$ cat config.mk
export PLATFORM = sky130hd
export DESIGN_NAME = spine_port_arbiter
export DESIGN_NICKNAME = d
export VERILOG_FILES = /design/src/rtl/spine_port_arbiter.sv
export SDC_FILE = /design/constraint.sdc
export NUM_CORES = 1
export LEC_CHECK = 0
export CAP_MARGIN = 25
export CORE_UTILIZATION = 46
export DETAILED_ROUTE_END_ITERATION = 7
export PLACE_DENSITY = 0.8
export RECOVER_POWER = 100
export SLEW_MARGIN = 20
export SYNTH_ARGS = -nofsm -noshare
export SYNTH_HDL_FRONTEND = slang
export SYNTH_SLANG_ARGS = --single-unit
$ cat constraint.sdc
create_clock -name clk -period 4.6 [get_ports clk]
set_input_delay 0.92 -clock clk [delete_from_list [all_inputs] [get_ports clk]]
set_output_delay 0.92 -clock clk [all_outputs]
set_load 0.01 [all_outputs]
$ cat src/rtl/spine_port_arbiter.sv
// spine_port_arbiter
// ------------------
// Round-robin arbiter for one output port of the group-7 spine router. It
// picks one of NUM_PORTS input ports and grants it a burst of up to HOLD_MAX
// flits. While the burst runs it pops the owner's input FIFO and registers
// each flit onto the output port. A full output FIFO stalls the burst
// without losing or repeating any flit.
//
// Ports:
//   clk           : single clock, rising edge
//   reset         : synchronous, active-high reset
//   req           : [NUM_PORTS]        per-input head-flit-present flags
//   in_data       : [NUM_PORTS*DWIDTH] flattened head flits, port i at i*DWIDTH
//   out_fifo_full : output FIFO cannot take a flit this cycle
//   pop           : [NUM_PORTS] combinational one-hot head-flit consume strobe
//   grant         : [NUM_PORTS] registered one-hot owner, zero when idle
//   out_data      : [DWIDTH] registered flit to the output FIFO
//   out_valid     : registered write strobe for out_data
//   busy          : registered, high while a grant is held
module spine_port_arbiter #(
    parameter int NUM_PORTS = 11,
    parameter int DWIDTH    = 16,
    parameter int HOLD_MAX  = 4
) (
    input  logic                          clk,
    input  logic                          reset,
    input  logic [NUM_PORTS-1:0]          req,
    input  logic [NUM_PORTS*DWIDTH-1:0]   in_data,
    input  logic                          out_fifo_full,
    output logic [NUM_PORTS-1:0]          pop,
    output logic [NUM_PORTS-1:0]          grant,
    output logic [DWIDTH-1:0]             out_data,
    output logic                          out_valid,
    output logic                          busy
);

    localparam int IW = (NUM_PORTS > 1) ? $clog2(NUM_PORTS) : 1;
    localparam int CW = $clog2(HOLD_MAX + 1);

    typedef enum logic [0:0] {
        ST_IDLE = 1'b0,
        ST_BUSY = 1'b1
    } state_t;

    state_t          state_r;
    logic [IW-1:0]   owner_r;
    logic [IW-1:0]   rr_ptr_r;
    logic [CW-1:0]   hold_cnt_r;

    logic            pick_found_s;
    logic [IW-1:0]   pick_idx_s;
    logic            owner_req_s;
    logic            xfer_s;
    logic            last_xfer_s;
    logic [IW-1:0]   next_rr_s;
    logic [DWIDTH-1:0] owner_data_s;

    // One-hot vector with only bit idx set.
    function automatic logic [NUM_PORTS-1:0] onehot(input logic [IW-1:0] idx);
        logic [NUM_PORTS-1:0] base;
        base = {{(NUM_PORTS-1){1'b0}}, 1'b1};
        return base << idx;
    endfunction

    // Round-robin search: first requesting port at or above rr_ptr, wrapping.
    always_comb begin
        int cand;
        pick_found_s = 1'b0;
        pick_idx_s   = '0;
        cand         = 0;
        for (int i = 0; i < NUM_PORTS; i++) begin
            cand = int'(rr_ptr_r) + i;
            if (cand >= NUM_PORTS) begin
                cand = cand - NUM_PORTS;
            end else begin
                cand = cand;
            end
            if (!pick_found_s && req[cand]) begin
                pick_found_s = 1'b1;
                pick_idx_s   = IW'(cand);
            end else begin
                pick_found_s = pick_found_s;
            end
        end
    end

    // Transfer qualification for the current owner and derived strobes.
    always_comb begin
        owner_req_s  = req[owner_r];
        owner_data_s = in_data[owner_r*DWIDTH +: DWIDTH];
        // A transfer needs the owner's head flit and room downstream; reset
        // suppresses it so no flit is consumed while state is being cleared.
        xfer_s       = (state_r == ST_BUSY) && owner_req_s && !out_fifo_full && !reset;
        last_xfer_s  = xfer_s && (hold_cnt_r == CW'(HOLD_MAX - 1));
        if (xfer_s) begin
            pop = onehot(owner_r);
        end else begin
            pop = '0;
        end
        if (owner_r == IW'(NUM_PORTS - 1)) begin
            next_rr_s = '0;
        end else begin
            next_rr_s = owner_r + IW'(1);
        end
    end

    // Arbitration FSM with registered grant, busy and output flit.
    always_ff @(posedge clk) begin
        if (reset) begin
            state_r    <= ST_IDLE;
            owner_r    <= '0;
            rr_ptr_r   <= '0;
            hold_cnt_r <= '0;
            grant      <= '0;
            out_data   <= '0;
            out_valid  <= 1'b0;
            busy       <= 1'b0;
        end else begin
            case (state_r)
                ST_IDLE: begin
                    out_valid <= 1'b0;
                    // Granting only when the output has room avoids taking
                    // ownership just to stall in the first busy cycle.
                    if (pick_found_s && !out_fifo_full) begin
                        owner_r    <= pick_idx_s;
                        grant      <= onehot(pick_idx_s);
                        hold_cnt_r <= '0;
                        busy       <= 1'b1;
                        state_r    <= ST_BUSY;
                    end
                end
                ST_BUSY: begin
                    if (!owner_req_s) begin
                        // Owner ran dry: give the port up without a transfer.
                        out_valid <= 1'b0;
                        state_r   <= ST_IDLE;
                        grant     <= '0;
                        busy      <= 1'b0;
                        rr_ptr_r  <= next_rr_s;
                    end else if (out_fifo_full) begin
                        out_valid <= 1'b0;
                    end else begin
                        out_data   <= owner_data_s;
                        out_valid  <= 1'b1;
                        hold_cnt_r <= hold_cnt_r + CW'(1);
                        // The burst-limit transfer completes and releases together.
                        if (last_xfer_s) begin
                            state_r  <= ST_IDLE;
                            grant    <= '0;
                            busy     <= 1'b0;
                            rr_ptr_r <= next_rr_s;
                        end
                    end
                end
                default: begin
                    state_r   <= ST_IDLE;
                    grant     <= '0;
                    busy      <= 1'b0;
                    out_valid <= 1'b0;
                end
            endcase
        end
    end

endmodule

==> results.txt <==
----------------------------------------------------
[Logic synthesis]
  Number of storage elements in the synthesis netlist ... 41
  Commonest register cell after synthesis ... sky130_fd_sc_hd__dfxtp_1
  Synthesized netlist net count ... 1322
  Post-synth top cells ... 126 x sky130_fd_sc_hd__nor2_1, 105 x sky130_fd_sc_hd__a21oi_1, 73 x sky130_fd_sc_hd__nand2_1, 63 x sky130_fd_sc_hd__clkbuf_1, 52 x sky130_fd_sc_hd__o21ai_0
  Leading cell type by number of instances after synthesis ... sky130_fd_sc_hd__nor2_1
  Mean cell area of the mapped netlist ... 7.42 um2
  Area of the mapped netlist ... 0.00825 mm2
  Total number of yosys warnings ... 0
  Fraction of synthesized cell area taken by the top area cell type ... 0.106
  Top cells by area, synth ... sky130_fd_sc_hd__mux4_2 11%, sky130_fd_sc_hd__dfxtp_1 9.9%, sky130_fd_sc_hd__a21oi_1 6.4%
  Share of the yosys chip area belonging to registers ... 0.0995
  Gate Count Post-Synth ... 1112
  Share of flip-flops with an asynchronous set or reset after synthesis ... 0
  Largest area contributor in the netlist ... sky130_fd_sc_hd__mux4_2
  EDFF count, synth ... 0
  Number of library cell types mapped by synthesis ... 94

[CTS]
  Number of levels the H-tree was split into ... 2
  Worst-case clock buffer depth ... 2
  Clock sink total ... 41
  Clock root buffer master ... sky130_fd_sc_hd__clkbuf_16
  Cts bufs inserted ... 5
  Clock latency of the later-clocked register in the worst-skew pair ... 0.29 ns
  Register clock-pin slew on the reported worst setup and hold paths ... 0.06 ns
  CTS tree ... done

[Worst setup path]
  Critical Path Start Type ... input port
  R2R cell count ... 14
  Worst Setup End Kind ... output port
  Kind of critical path ... in2out
  Worst reg2reg setup slack ... 0.14 ns
  Req. time, crit path ... 3.68 ns
  Worst setup path end ... pop[5]
  Critical path fanouts, max ... 4
  CP Launch Point ... req[3]
  Reg2Reg Capture Point ... grant[2]
  Worst flop-to-flop path startpoint ... rr_ptr_r[1]
  Worst path arrival time ... 3.58 ns

[Timing]
  Unrepaired setup endpoints after global routing ... false
  Max-slew violation count ... 39
  Slew @ Worst Pin ... 1.52 ns
  Headroom to the max-slew limit ... -0.0143
  Final setup slack of the worst path ... 0.0965 ns
  Fraction of the cycle the final worst path needs ... 0.979
  Fin crit period ... 4.50 ns
  Count of endpoints failing setup in the final report ... 0
  Hold Vio Cnt, Final ... 0
  Final worst clock skew ... 0.00493 ns
  Maximum operating frequency ... 222 MHz

[Place]
  Global placement routability congestion ... 1.06
  Detailed placer's ending HPWL ... 31700 um
  # port buffers ... 229
  Post-placement worst setup slack ... -0.0259 ns

[Run status]
  Run status ... finished, violations left
  Failing checks ... max-capacitance violations, max-slew violations

[Floorplanning]
  Die outline area ... 0.0185 mm2
  Starting density of the core ... 0.474
  Width of the die ... 136 um
  Total core area ... 0.0174 mm2
  Y dimension of the die ... 136 um
  Row Count ... 48
  Number of placed I/O pins ... 230

[Layout]
  Fill cell count ... 1531
  Fin util ... 0.662
  Area overhead of the layout relative to synthesis ... 39.8%
  Final #Nets ... 1565
  Layout cell share with drive strength beyond 1 ... 0.178

[Power]
  Highest ir drop seen on vdd ... 200 uV
  Total power divided by cell area ... 337 mW/mm2
  Leakage power figure ... 4.28 nW

[Job]
  Max-cap violations ... 1

[Global routing]
  Number of global-route vias before repair ... 9603
  Global-route congestion overflow total ... 0
  Total global routing track utilization ... 0.420
  First-pass GRT wire length ... 57700 um
  Largest net degree at the start of global routing ... 93
  Initial antenna violation count ... 10

[Detailed routing]
  Number of design-rule violations left by the first detailed-router iteration ... 1443
  Antenna viol nets, final ... 0
  Mean routed wirelength per cell ... 25.0 um
  Number of remaining DRC errors ... 0
  Total number of vias ... 10700
  Post-Route WL ... 39700 um
  Number of optimization iterations in the first detailed-route pass ... 6
  Vias per cell ... 6.71

[Worst hold path]
  Class of the most critical hold timing path ... reg2reg

----------------------------------------------------
## layout make-up
class | instances | area (um2) | area share
Tap cell | 225 | 282 | 0.0244
Timing Repair Buffer | 350 | 3250 | 0.282
Clock inverter | 3 | 46.3 | 0.00401
Inverter | 18 | 68.8 | 0.00597
Multi-Input combinational cell | 939 | 6920 | 0.600
Sequential cell | 41 | 828 | 0.0718
Clock buffer | 5 | 125 | 0.0108
Antenna cell | 6 | 15.0 | 0.00130
## placed cells by master (no fill, tap or decap), drive strengths merged, types with 6 or more instances in the layout
cell and instances:
mux2 15, mux4 39, nand3b 7, a31oi 11
nor3 32, and3 6, nand2 73, nand3 37
mux2i 51, a31o 6, clkbuf 10, a22oi 10
xnor2 23, or2 9, dfxtp 41, clkdlybuf4s50 198
o21ai 54, and2 15, o32ai 8, o41ai 12
buf 117, inv 16, nor3b 7, o22ai 13
o31ai 12, a21oi 109, nor2 126, or3 6
a211oi 51, nor2b 21, nor4 8, o211ai 16
nand4 8, diode 6, nand2b 17, ha 20
o21a 9, dlygate4sd3 30, a21o 10, a221oi 9
## state kept, by name, summed over array words and instances (netlist names)
register / flops
out_data: 16
grant: 11
owner_r: 4
rr_ptr_r: 4
hold_cnt_r: 3
busy: 1
out_valid: 1
state_r: 1
## through the flow
stage          hold slack (ns)  setup TNS [ns]  cell area [um2]  power, mW  cells
2_1_floorplan            0.475               0             8250       2.26   1112
3_3_place_gp             0.440               0            11300       3.34   1572
3_5_place_dp             0.444         -0.0533            11300       3.33   1572
4_1_cts                  0.456               0            11400       3.76   1580
5_1_grt                  0.475               0            11500       4.08   1583
6_report                 0.451               0            11500       3.88   1587
## where the power goes
group | leakage (nW) | switching, mW | internal [mW] | total [mW]
logic | 3.86 | 1.72 | 1.31 | 3.03
registers | 0.335 | 0.0405 | 0.395 | 0.436
clock network | 0.0801 | 0.157 | 0.257 | 0.414
## worst min path at each step
stage               cells past startpoint  slack, ns      from  endpoint
floorplan                               2       0.48  grant[1]  grant[1]
global placement                        2       0.44  grant[3]  grant[3]
detailed placement                      2       0.44  grant[6]  grant[6]
CTS                                     2       0.46  grant[6]  grant[6]
global route                            2       0.48  grant[6]  grant[6]
finish                                  2       0.45  grant[6]  grant[6]
## logic make-up (layout without fill, tap and decap cells)
logic type | count (synthesis) | after routing | synth area share
mux | 105 | 105 | 0.189
buf+inv | 132 | 376 | 0.0740
xor+xnor | 26 | 26 | 0.0326
compound gates | 399 | 399 | 0.341
flops | 41 | 41 | 0.0995
simple gates | 389 | 389 | 0.234
fa+ha+maj | 20 | 20 | 0.0303
other cells | 0 | 6 | 0
## what timing repair did
item,in CTS,in global routing
buffers inserted,0,1
gates resized for setup,0,22
hold buffers,0,0
setup endpoints to repair,0,19
## metal layers
metal,GRT usage,part of all wire,vias up
met5,0,0.00096,-
met1,0.540,0.38,4984
met3,0.0977,0.11,159
li1,-,-,4769
met4,0.216,0.057,6
met2,0.654,0.45,733
## worst max-delay path, stage by stage
cell and delay, ns:
sky130_fd_sc_hd__dlygate4sd3_1 0.55, sky130_fd_sc_hd__mux4_2 0.49, sky130_fd_sc_hd__mux2i_1 0.14, sky130_fd_sc_hd__o21ai_0 0.09, sky130_fd_sc_hd__buf_4 0.17, sky130_fd_sc_hd__and3b_1 0.17, sky130_fd_sc_hd__nor2b_2 0.16, sky130_fd_sc_hd__nor2b_4 0.14
sky130_fd_sc_hd__nand2_1 0.11, sky130_fd_sc_hd__buf_4 0.12, sky130_fd_sc_hd__nor2_1 0.03, sky130_fd_sc_hd__clkdlybuf4s50_1 0.48
Note: power is estimated with default switching activity, not from simulation.
